[config.mk]
export PLATFORM = sky130hd
export DESIGN_NAME = sort4_stream_flat
export DESIGN_NICKNAME = d
export VERILOG_FILES = /design/src/rtl/sort4_stream_pkg.sv /design/src/rtl/sort4_stream_if.sv /design/src/rtl/sort4_stream_cmp.sv /design/src/rtl/sort4_stream.sv /design/src/flat_wrapper.sv
export SDC_FILE = /design/constraint.sdc
export NUM_CORES = 1
export LEC_CHECK = 0
export BUFFER_PORTS_ARGS = -buffer_cell sky130_fd_sc_hd__buf_2
export CAP_MARGIN = 30
export CORE_UTILIZATION = 64
export CTS_CLUSTER_DIAMETER = 30
export DETAILED_ROUTE_END_ITERATION = 16
export GPL_ROUTABILITY_DRIVEN = 0
export PLACE_DENSITY = 0.85
export SYNTH_ARGS = -nofsm -noshare
export SYNTH_HDL_FRONTEND = slang
export SYNTH_SLANG_ARGS = --single-unit
[constraint.sdc]
create_clock -name clock -period 7.15 [get_ports clock]
set_input_delay 1.7875 -clock clock [delete_from_list [all_inputs] [get_ports clock]]
set_output_delay 1.7875 -clock clock [all_outputs]
set_load 0.05 [all_outputs]
[src/rtl/sort4_stream_pkg.sv]
// sort4_stream_pkg: shared FSM states and comparator result codes
package sort4_stream_pkg;
    typedef enum logic [1:0] {LOAD = 2'd0, SORT = 2'd1, DRAIN = 2'd2} state_t;
    localparam logic [1:0] CMP_EQ = 2'b00;
    localparam logic [1:0] CMP_FIRST_GT = 2'b01;
    localparam logic [1:0] CMP_SECOND_GT = 2'b10;
endpackage

[src/rtl/sort4_stream_if.sv]
// sort4_stream_if: valid/ready input and output streams of 2-bit values
interface sort4_stream_if;
    logic in_valid, in_ready, out_valid, out_ready;
    logic [1:0] in_data, out_data;
    modport master (output in_valid, in_data, out_ready, input in_ready, out_valid, out_data);
    modport slave (input in_valid, in_data, out_ready, output in_ready, out_valid, out_data);
endinterface

[src/rtl/sort4_stream_cmp.sv]
// sort4_stream_cmp: 2-bit unsigned comparator, 01 = first greater, 10 = second greater
module sort4_stream_cmp
    import sort4_stream_pkg::*;
(
    input  logic [1:0] first,
    input  logic [1:0] second,
    output logic [1:0] cmp
);
    assign cmp = first > second ? CMP_FIRST_GT : first < second ? CMP_SECOND_GT : CMP_EQ;
endmodule

[src/rtl/sort4_stream.sv]
// sort4_stream: load DEPTH values, bubble-sort in place one compare per cycle, drain ascending
module sort4_stream
    import sort4_stream_pkg::*;
#(
    parameter int DEPTH = 4,
    parameter int IDX_W = 3,
    parameter int SWP_W = 5
) (
    input  logic             clock,
    input  logic             reset,
    sort4_stream_if.slave    s,
    output logic             busy,
    output logic [SWP_W-1:0] swaps
);
    localparam int AW = $clog2(DEPTH);
    localparam logic [IDX_W-1:0] LAST = IDX_W'(DEPTH - 1);
    localparam logic [IDX_W-1:0] PMAX = IDX_W'(DEPTH - 2);
    state_t state, state_n;
    logic [1:0] mem [DEPTH];
    logic [IDX_W-1:0] wr, rd, j, pass;
    logic swapped_flag, do_swap, pass_end, sort_done;
    logic [1:0] cmp, first, second;
    logic [AW-1:0] wa, ra, ja, jb;
    assign wa = wr[AW-1:0];
    assign ra = rd[AW-1:0];
    assign ja = j[AW-1:0];
    assign jb = ja + 1'b1;
    assign first = mem[ja];
    assign second = mem[jb];
    sort4_stream_cmp u_cmp (.first(first), .second(second), .cmp(cmp));
    assign do_swap = state == SORT && cmp == CMP_FIRST_GT;
    assign pass_end = j == PMAX - pass;
    // early exit counts a swap made on the final compare of the pass
    assign sort_done = pass_end && (!(swapped_flag || do_swap) || pass == PMAX);
    assign s.in_ready = state == LOAD;
    assign busy = state == SORT;
    assign s.out_valid = state == DRAIN;
    assign s.out_data = state == DRAIN ? mem[ra] : 2'b00;
    always_comb begin
        state_n = state;
        case (state)
            LOAD:    state_n = s.in_valid && wr == LAST ? SORT : LOAD;
            SORT:    state_n = sort_done ? DRAIN : SORT;
            DRAIN:   state_n = s.out_ready && rd == LAST ? LOAD : DRAIN;
            default: state_n = LOAD;
        endcase
    end
    always_ff @(posedge clock) begin
        if (reset) begin
            state <= LOAD;
            wr <= '0;
            rd <= '0;
            j <= '0;
            pass <= '0;
            swapped_flag <= 1'b0;
            swaps <= '0;
            mem <= '{default: '0};
        end else begin
            state <= state_n;
            case (state)
                LOAD: if (s.in_valid) begin
                    mem[wa] <= s.in_data;
                    wr <= wr == LAST ? '0 : wr + 1'b1;
                    if (wr == LAST) begin
                        j <= '0;
                        pass <= '0;
                        swapped_flag <= 1'b0;
                        swaps <= '0;
                    end
                end
                SORT: begin
                    if (do_swap) begin
                        mem[ja] <= second;
                        mem[jb] <= first;
                        swaps <= swaps + 1'b1;
                        swapped_flag <= 1'b1;
                    end
                    if (!pass_end) j <= j + 1'b1;
                    else if (sort_done) rd <= '0;
                    else begin
                        pass <= pass + 1'b1;
                        j <= '0;
                        swapped_flag <= 1'b0;
                    end
                end
                DRAIN: if (s.out_ready) rd <= rd == LAST ? '0 : rd + 1'b1;
                default: ;
            endcase
        end
    end
endmodule
[src/flat_wrapper.sv]
// flat-port wrapper written by rule: the top's interface ports become plain ports
module sort4_stream_flat import sort4_stream_pkg::*;
#(
    parameter int DEPTH = 4,
    parameter int IDX_W = 3,
    parameter int SWP_W = 5
)
  (clock, reset, busy, swaps, s_in_valid, s_in_data, s_out_ready, s_in_ready, s_out_valid, s_out_data);
  sort4_stream_if s_i ();
  input  logic clock;
  input  logic reset;
  output logic busy;
  output logic [SWP_W-1:0] swaps;
  input wire logic [$bits(s_i.in_valid)-1:0] s_in_valid;
  input wire logic [$bits(s_i.in_data)-1:0] s_in_data;
  input wire logic [$bits(s_i.out_ready)-1:0] s_out_ready;
  output wire logic [$bits(s_i.in_ready)-1:0] s_in_ready;
  output wire logic [$bits(s_i.out_valid)-1:0] s_out_valid;
  output wire logic [$bits(s_i.out_data)-1:0] s_out_data;
  assign s_i.in_valid = s_in_valid;
  assign s_i.in_data = s_in_data;
  assign s_i.out_ready = s_out_ready;
  assign s_in_ready = s_i.in_ready;
  assign s_out_valid = s_i.out_valid;
  assign s_out_data = s_i.out_data;
  sort4_stream #(.DEPTH(DEPTH), .IDX_W(IDX_W), .SWP_W(SWP_W)) u_core (.clock(clock), .reset(reset), .s(s_i), .busy(busy), .swaps(swaps));
endmodule
==> flow_metrics.tcl <==
set metrics [dict create \
    rsz0062_at_grt "false" \
    finalHoldViolations 0 \
    total_power_w 0.000278 \
    fmax_ghz 0.262 \
    grt_pass1_vias 1505 \
    rows 19 \
    synth_cells 216 \
    synth.top_cell.area_share_pct 29.4 \
    layout.nets 249 \
    end_kind "primary output" \
    numCtsBuffers 3 \
    min_from "u_core.rd[2]$_SDFFE_PP0P_" \
    drc 0 \
    cp.required_ns 5.36 \
    hold_end "u_core.rd[2]$_SDFFE_PP0P_" \
    io_buffers 15 \
    ioPinCount 16 \
    slew_viol_final 0 \
    ctsLongestPathBuffers 2 \
    htreeDepth 1 \
    core_area_um2 2780 \
    rr_endpoint "u_core.pass[0]$_SDFFE_PP0P_" \
    ys_top_cells_by_area "dfxtp_1, ha_1, mux4_2" \
    holdWs_ns 0.471 \
    yosysUniqueCellTypes 45 \
    r2r_cells 10 \
    die_area_um2 3200 \
    p_leak_nw 0.823 \
    die_w_um 56.6 \
    overflow 0 \
    antennaDiodeCount 0 \
    reg2reg_slack_ns 3.84 \
    grt_max_degree 33 \
    groute.usage.overall_pct 27.5 \
    worstSkewPairLatency_ns 0.36 \
    cts-root-buf "clkbuf_4" \
    dr.pass1.iters 4 \
    reg2reg_from "u_core.j[0]$_SDFFE_PP0P_" \
    syn-num-nets 236 \
    finish.instance_area_um2 2030 \
    whs_path_depth 2 \
    syn_area_um2 1910 \
    vias 1681 \
    holdCritPathClass "flop to flop" \
    cts_num_sinks 28 \
    antenna_found_initial 0 \
    start_util_pct 68.6 \
    worstMarginPinSlew_ns 0.777 \
    setup_viol 0 \
    post_drt_wl_per_cell_um 16.2 \
    finalClockSkew_ns 0.00675 \
    placed_cell_area_um2 1990 \
    power.density_nw_per_um2 137 \
    drt_iter0_drc 101 \
    irDropWorstVdd_v 0.000144 \
    post_cts_resized 0 \
    place_hpwl_um 3160 \
    drive_above_1_share_pct 15.8 \
    status "complete, no violations" \
    tns_ns 0 \
    worst_setup_hold_path_clk_slew_ns 0.16 \
    cp-start-kind "flop" \
    cts_tree "done" \
    min_period_over_period_pct 53.3 \
    max_cap_violations 0 \
    yosys.area.top_type "dfxtp_1" \
    synth-seq-cells 28 \
    crit_type "flop to primary output" \
    cp_max_fo 21 \
    grt_pass1_wl_um 6900 \
    routed_wl_um 4190 \
    min_period_ns 3.81 \
    syn_area_per_cell_um2 8.83 \
    seq_area_frac_synth_pct 29.4 \
    die_h_um 56.6 \
    post_cts_buffers 0 \
    syn2layout_area_growth_pct 6.30 \
    routed_via_density 6.49 \
    cp.arrival_ns 2.02 \
    maxSlewHeadroom_pct 48.2 \
    yosysWarnings 0 \
    cts_hold_buf 0 \
    antenna_left 0 \
]
## final cells by class
type	count	area [µm²]
Multi-Input combinational cell	170	1280
Clock buffer	4	36.3
Sequential cell	28	561
Inverter	11	41.3
Timing Repair Buffer	15	75.1
Tap cell	31	38.8
Fill cell	225	753
## how the worst max path moves through the flow
stage | from | endpoint | slack (ns) | cells after the start
final | u_core.state[1]$_SDFF_PP0_ | busy | 3.34 | 3
after global routing | u_core.state[1]$_SDFF_PP0_ | busy | 3.22 | 3
after CTS | u_core.state[1]$_SDFF_PP0_ | busy | 3.39 | 3
after detailed placement | u_core.state[1]$_SDFF_PP0_ | busy | 3.82 | 3
after global placement | u_core.state[1]$_SDFF_PP0_ | busy | 3.86 | 3
after floorplan | u_core.state[0]$_SDFF_PP0_ | s_out_data[0] | 3.99 | 3
## flip-flops by register name, indices dropped and copies added (netlist names)
| register | cells |
|---|---|
| u_core.rd | 3 |
| u_core.state | 2 |
| u_core.mem | 8 |
| u_core.wr | 3 |
| u_core.j | 3 |
| u_core.swaps | 5 |
| u_core.swapped_flag | 1 |
| u_core.pass | 3 |
## metrics by stage
stage | worst slack, ns | cells | util [%]
after floorplan | 3.99 | 216 | -
after global placement | 3.86 | 255 | 71.6
after detailed placement | 3.82 | 255 | 71.6
after CTS | 3.39 | 259 | 72.9
after global routing | 3.22 | 259 | 72.9
final | 3.34 | 259 | 72.9
## cell usage in the layout, fill, tap and decap left out, drive strengths merged, types with 2 or more instances in the layout
cell type   n
nand3       4
a22oi       6
clkbuf      4
o21ai       9
a221oi      8
mux2i       9
nor2b       9
mux4        6
nor3        3
a311oi      5
inv        11
dfxtp      28
nand2      15
ha         14
nor2       32
mux2        2
o31ai       2
nand3b      2
xor2        3
buf        15
nand2b      8
a21oi      14
and2        3
a211oi      2
## logic make-up after synthesis
logic type,share of synthesized area (%)
multiplexers,13.4
buffers and inverters,3.74
XOR/XNOR,2.62
AND/OR/NAND/NOR,21.1
adder cells (fa/ha/maj),9.18
flip-flops,29.4
AO/OA/AOI/OAI,20.7
## metal layers
metal / GRT usage [%] / routed length (µm) / vias to the layer above
li1: - / - / 808
met1: 37.5 / 1870 / 789
met2: 43.0 / 1960 / 73
met3: 3.23 / 264 / 11
met4: 13.2 / 93 / 0
met5: 0 / 0 / -
## synth_stat cells
cell type / count
clkbuf_1: 3
mux2_4: 2
or2b_1: 1
dfxtp_1: 28
inv_1: 10
a21oi_1: 14
buf_1: 1
a31oi_1: 1
inv_2: 1
nand3_1: 4
nand2_2: 1
mux4_2: 6
o21ba_2: 1
mux2i_1: 9
nor2_1: 32
a311oi_1: 5
o21bai_1: 1
and3b_1: 1
o21a_2: 1
xor3_1: 1
buf_2: 3
xor2_1: 3
o211a_1: 1
o31ai_1: 2
o21ai_4: 1
a211oi_1: 1
nand3b_1: 2
o21ai_0: 7
a21bo_2: 1
and2_1: 3
o32ai_1: 1
nand2_1: 14
a221oi_1: 8
a22oi_1: 6
nor4_1: 1
o21ai_1: 1
a211oi_2: 1
nor3_4: 1
ha_1: 14
o211ai_2: 1
nand4_1: 1
nand2b_1: 8
nor2b_1: 9
or4_1: 1
nor3_1: 2
## critical path, cell delays in order (launching register included)
cell and delay [ns]:
dfxtp_1 0.43, nand2b_1 0.64, inv_2 0.29, buf_2 0.30
## where the power goes
part	total, W	switching, W	internal [W]
Clock	0.0000836	0.0000522	0.0000314
Sequential	0.000162	0.00000329	0.000159
Combinational	0.0000326	0.0000196	0.0000129
No activity file was read; power rests on OpenSTA's default activity.
